$ cat src/rtl/priority_encoder8to3_q.sv
// Registered 8-to-3 priority encoder with sticky pending requests and a
// valid/ready output handshake. Requests collect in a pending register, the
// highest-priority pending bit is launched as a 3-bit code, and each accepted
// code clears its own pending bit. A lost event (a request arriving on a bit
// that is already pending and not being cleared) sets a sticky overrun flag.
module priority_encoder8to3_q #(
  parameter int unsigned HIGH_FIRST = 1
) (
  input  logic       clk,
  input  logic       rst,
  input  logic       E,
  input  logic [7:0] D,
  input  logic [7:0] clr,
  input  logic       rdy,
  output logic [2:0] Y,
  output logic       V,
  output logic [7:0] pend,
  output logic       ovf
);

  typedef enum logic {
    IDLE,
    PRESENT
  } state_t;

  state_t     state;
  logic [7:0] acc;
  logic [7:0] set_bits;
  logic [7:0] pend_next;
  logic       lost;

  // Index of the winning pending bit; the last match in the scan order wins,
  // so scanning upward favours bit 7 and scanning downward favours bit 0.
  function automatic logic [2:0] encode(input logic [7:0] req);
    logic [2:0] idx;
    idx = 3'd0;
    if (HIGH_FIRST != 0) begin
      for (int i = 0; i < 8; i++) begin
        if (req[i]) begin
          idx = 3'(i);
        end
      end
    end else begin
      for (int i = 7; i >= 0; i--) begin
        if (req[i]) begin
          idx = 3'(i);
        end
      end
    end
    return idx;
  endfunction

  // Next pending value: acceptance and clr drop bits, new requests re-set them
  // with precedence; a request on a surviving pending bit is a lost event.
  always_comb begin
    acc       = 8'h00;
    set_bits  = 8'h00;
    pend_next = 8'h00;
    lost      = 1'b0;
    if (V && rdy) begin
      acc = 8'b1 << Y;
    end
    if (E) begin
      set_bits = D;
    end
    pend_next = (pend & ~clr & ~acc) | set_bits;
    lost      = |(set_bits & pend & ~clr & ~acc);
  end

  // Pending register, overrun flag and the IDLE/PRESENT output handshake.
  always_ff @(posedge clk) begin
    if (rst) begin
      pend  <= 8'h00;
      ovf   <= 1'b0;
      Y     <= 3'd0;
      V     <= 1'b0;
      state <= IDLE;
    end else begin
      pend <= pend_next;
      if (lost) begin
        ovf <= 1'b1;
      end
      case (state)
        IDLE: begin
          if (E && (pend != 8'h00)) begin
            Y     <= encode(pend);
            V     <= 1'b1;
            state <= PRESENT;
          end
        end
        PRESENT: begin
          if (V && rdy) begin
            V     <= 1'b0;
            state <= IDLE;
          end
        end
        default: begin
          V     <= 1'b0;
          state <= IDLE;
        end
      endcase
    end
  end

endmodule

$ cat config.mk
export PLATFORM = sky130hd
export DESIGN_NAME = priority_encoder8to3_q
export DESIGN_NICKNAME = d
export VERILOG_FILES = /design/src/rtl/priority_encoder8to3_q.sv
export SDC_FILE = /design/constraint.sdc
export NUM_CORES = 1
export LEC_CHECK = 0
export ABC_CLOCK_PERIOD_IN_PS = 1790
export BUFFER_PORTS_ARGS = -buffer_cell sky130_fd_sc_hd__buf_2
export CAP_MARGIN = 5
export CELL_PAD_IN_SITES_DETAIL_PLACEMENT = 0
export CELL_PAD_IN_SITES_GLOBAL_PLACEMENT = 2
export CORE_AREA = 4 4 61 63
export DETAILED_ROUTE_END_ITERATION = 7
export DIE_AREA = 0 0 65 67
export GPL_ROUTABILITY_DRIVEN = 0
export PLACE_DENSITY_LB_ADDON = 0.1
export SYNTH_ARGS = -nofsm -noshare
export SYNTH_HDL_FRONTEND = slang
export SYNTH_SLANG_ARGS = --single-unit
$ cat constraint.sdc
create_clock -name clk -period 1.79 [get_ports clk]
set_input_delay 0.2685 -clock clk [delete_from_list [all_inputs] [get_ports clk]]
set_output_delay 0.2685 -clock clk [all_outputs]
set_load 0.005 [all_outputs]
* Word level (Yosys, flattened, before mapping)
Index checks and enable logic that the tools add are counted.
** Word-level totals
- Register bits after elaboration :: 14
- Input bits :: 20
- Word-level logic and storage cells :: 38
** Operators by class
- Eq/ne operators :: 2
- Shifts and indexed selects :: 1
- Multiplexer cells :: 15
- Bitwise gates (word level) :: 9
- Reductions and logical operators :: 6
** Operators by type and width (count)
- 8-bit AND :: 5
- 3-bit two-way mux :: 6
- 8-bit two-way mux :: 2
- 8-bit NOT :: 2
- 8-bit OR :: 1
- 8-bit nonzero test :: 1
- 8-bit OR reduction :: 1
- 1-bit by 3-bit << shifter with 8-bit output (first input constant) :: 1
- 1-bit two-way mux :: 5
- 1-bit case mux with 2 select lines :: 2
- 2-bit AND reduction :: 2
- 1-bit logical AND :: 2
- 2-bit by 1-bit != test with 1-bit output (second input constant) :: 1
- 2-bit != test (second input constant) :: 1
- 1-bit NOT :: 1

* Longest topological paths before layout
- Depth in word-level cells :: 7
- Gate-level depth with buffers :: 5
- Mapped depth without buffers :: 4

* Least setup slack after synthesis
Ideal clock, no wire load.
- Path kind :: reg2reg
- From :: register Y[2]
- To :: register ovf
- Setup time :: 0.081 ns
- Arrival time :: 1.233 ns
- Setup slack :: 0.477 ns
- Cell stages (with the launch flop) :: 6
- Path buffers :: 1
- Period minus slack after synthesis :: 1.313 ns
- Cell sequence :: dfxtp_1 -> and3b_1 -> buf_6 -> a2111oi_1 -> nor4_1 -> a41oi_1
** On the way
- Word-level cells in the longest chain between the ends :: 5
** Ends and longest elaborated chain
- from (decl) :: RTL line 15 : output logic [2:0] Y,
- from (signal assigned) :: RTL line 86 : Y <= encode(pend);
- 1-bit by 3-bit << shifter with 8-bit output :: RTL line 61 : acc = 8'b1 << Y;
- 8-bit two-way mux :: RTL line 60 : if (V && rdy) begin
- 8-bit NOT :: RTL line 67 : lost = |(set_bits & pend & ~clr & ~acc);
- 8-bit AND :: RTL line 67
- 8-bit OR reduction :: RTL line 67
- to (signal assigned) :: RTL line 74 : ovf <= 1'b0;
- to (signal assigned) :: RTL line 81 : ovf <= 1'b1;
- to (decl) :: RTL line 18 : output logic ovf
No other way between the ends.
A chain may end at the register's enable or synchronous reset.

* Worst setup path after layout
- From :: register pend[3]
- To :: register Y[0]
** On the way
- Word-level cells in the longest chain between the ends :: 5
** Ends and longest elaborated chain
- from (decl) :: RTL line 17 : output logic [7:0] pend,
- from (signal assigned) :: RTL line 79 : pend <= pend_next;
- 3-bit two-way mux (5 in a row) :: RTL line 39 : if (req[i]) begin
Several ways; a longest one is shown, not always the timed one.

==> results by group <==
Outcome
  – Run status: finished clean

CTS
  – Later-pin clock latency in the skew report: between 0.2 and 0.3 ns
  – Library cell used as clock root buffer: clkbuf_4
  – Number of H-tree branching levels: 1
  – Inserted Clock Buffers: 3
  – Register clock-pin slew on the reported worst setup and hold paths: 0.09 ns
  – TritonCTS clock tree: done
  – Number of buffers inserted by post-CTS setup repair: 0
  – Clock Tree Buf Depth: 2
  – CTS sink cnt: 14
  – Count of hold buffers inserted by post-cts repair: 0
  – PostCTS Resize Cnt: 0

Global route
  – Antenna violations before repair: 0
  – First-pass GRT wire length: between 3000 and 4000 um
  – Overflow after GRT: 0
  – Pin count of the biggest net entering global routing: 15
  – GRT Total Usage: 12.1%
  – Number of global-route vias before repair: roughly 800

Timing
  – Slew of the pin with the lowest slew margin: 0.601 ns
  – Ratio of final minimum period to clock period: ~81%
  – Final Skew: 0.00648 ns
  – RSZ-0062 raised after global routing: false
  – Tightest slew margin relative to the limit: 59.8%
  – FMAX: between 0.6 and 0.7 GHz
  – Pins over their slew limit: 0
  – Final TNS setup: 0 ns
  – Final hold violations: 0
  – Min Tclk post-route: around 1.4 ns
  – Number of endpoints failing setup at the final stage: 0
  – Setup slack of the critical path after layout: 0.347 ns

Die
  – I/O pin count: 33
  – Vertical extent of the die: 67 um
  – Core region area: 3230 um^2
  – Total Die Area: 4360 um^2
  – Starting density of the core: between 20% and 30%
  – Row count: 21
  – Die W: 65 um

Finish
  – Ratio of cells with drive above 1 in the final layout: 33.6%
  – Final core area utilization: 29.3%
  – Area taken by flip-flops and latches: 280 um^2
  – Number of nets in the finished design: 141
  – Post-synthesis to final-layout area growth: 28.3%
  – Area of combinational cells with multiple inputs: 404 um^2
  – Number of filler cells placed in the layout: 371
  – Final instance area: around 950 um^2
  – Count of inserted antenna diode cells: 0

Synthesis
  – Fraction of post-synthesis cell area in the top cell type by area: 38.0%
  – Post-synthesis instance area: about 740 um^2
  – Count of warnings emitted by yosys: 0
  – Flops & latches, synth: 14
  – Synthesized area divided by synthesized cell count: 8.39 um^2
  – Synth top cells by count: 14 x dfxtp_1, 11 x a21oi_1, 10 x nor2_1, 8 x nand2_1, 6 x inv_1
  – Sequential fraction of the synthesis area: 38.0%
  – Most instantiated library cell after synthesis: dfxtp_1
  – Net count after synthesis: 108
  – Cell taking the most area after synthesis: dfxtp_1
  – Async S/R FF share, synth: 0%
  – Most used flip-flop cell after synthesis: dfxtp_1
  – Cell count after synthesis: 88
  – Leading post-synthesis cells by cell area: dfxtp_1 38%, a21oi_1 7.5%, nor2_1 5.1%
  – Number of enable-type register cells in the synthesized netlist: 0
  – Library cells used by synthesis: 31

Placement
  – Number of buffer cells added on primary ports: 32
  – Worst slack at placement: 0.239 ns
  – Detailed placer's ending HPWL: 1910 um
  – Cell area reported after detailed placement: roughly 920 um^2

Power and ir drop
  – Net switching power figure: 0.000219 W
  – Peak supply drop: 190 uV
  – Combinational Power Share: 21.2%
  – Power density relative to cell area: 739 nW/um^2
  – Switching part of the total: between 30 and 40%
  – Leakage power: 0.389 nW
  – Clock share of power: about a quarter
  – Seq pwr share: between 50% and 60%
  – Internal cell power: 0.000481 W

Min path
  – Worst hold-check path type: in2reg
  – Hold path startpoint: rdy
  – End point of the worst hold path: V
  – Count of cells along the worst hold path: 2

Detailed routing
  – Wire length after detailed routing: 2420 um
  – Iteration count of the initial detailed-routing pass: 4
  – Vias per Instance: 4.79
  – Final ANT Viol Nets: 0
  – Vias post-DR: 790
  – Detailed Route Iter0 Violations: 22
  – Number of design rule violations left after detail routing: 0
  – Drt wl/cell: around 15 um

Critical path
  – Worst setup path startpoint: pend[3]
  – Register-to-register setup slack: 0.35 ns
  – Crit Path Category: reg2reg
  – R2r worst-path depth: 3
  – Delay of the slowest cell on the worst path: 0.38 ns
  – Biggest fanout along the worst timing path: 6
  – Critical Path Slowest Stage Cell: nor4_1
  – R2R Path End: Y[0]
  – Startpoint types: register
  – Worst endpoint required time: 1.98 ns
  – Signal arrival time at the worst endpoint: 1.64 ns
  – Origin of the critical flop-to-flop path: pend[3]
  – Kind of end point of the critical path: register
  – Ordered list of cells on the worst path: nor4_1 -> a31oi_1 -> a311oi_1

Job
  – Max-capacitance violation count: 0
## cells in the final DEF (no fill, tap or decap), drive strengths merged, types with 2 or more instances in the layout
cell	n
buf	32
nand2b	3
nor2b	2
a211o	4
nor2	10
a21oi	11
dfxtp	14
clkbuf	3
inv	6
nand2	8
nor4	2
o21ai	3
a311oi	2
a41oi	2
a31oi	3
a2111oi	4
## cell type report
class / instances / area share, %
well taps: 46 / 6.08
clock buffers: 3 / 2.38
multi-input cells: 64 / 42.7
inverters: 6 / 2.38
repair buffers: 32 / 16.9
flip-flops and latches: 14 / 29.6
## cell families after synthesis
group,Yosys count,share of synthesized area (%)
compound gates,33,32.9
buf+inv,10,7.29
flops,14,38.0
simple gates,31,21.9
## critical path: cells and delay by family (launching register included)
kind,cells,cell delay (ns)
and+or+nand+nor,1,0.38
AOI/OAI and AO/OA,2,0.63
DFF,1,0.36
## state kept, by name, indices dropped and copies added (netlist names)
register  cells
ovf           1
V             1
state         1
pend          8
Y             3
## power groups by stage
stage                     sequential [W]  clock, W  combinational, W
after floorplan                 0.000368         0         0.0000835
final                           0.000367  0.000185          0.000148
after global placement          0.000373         0          0.000150
after CTS                       0.000367  0.000200          0.000150
after global routing            0.000373  0.000212          0.000167
after detailed placement        0.000374         0          0.000149
## how the worst max path moves through the flow
stage / endpoint / cells past startpoint / slack, ns
CTS: Y[0] / 3 / 0.33
detailed placement: Y[0] / 5 / 0.24
finish: Y[0] / 3 / 0.35
global route: Y[1] / 3 / 0.17
floorplan: ovf / 5 / 0.48
global placement: Y[1] / 5 / 0.28
## through the flow
step                power [W]  cells  hold WS, ns
finish               0.000700    165        0.201
detailed placement   0.000524    162        0.468
global placement     0.000523    162        0.468
floorplan            0.000452     88        0.341
CTS                  0.000718    165        0.181
global route         0.000751    165        0.203
## routing by layer
layer	vias up	track usage [%]	wire, um
met5	-	0	0
met4	0	4.75	15
met3	2	2.36	102
met1	377	14.9	1130
li1	393	-	-
met2	18	20.7	1170
Power figures use the tool's default switching activity.
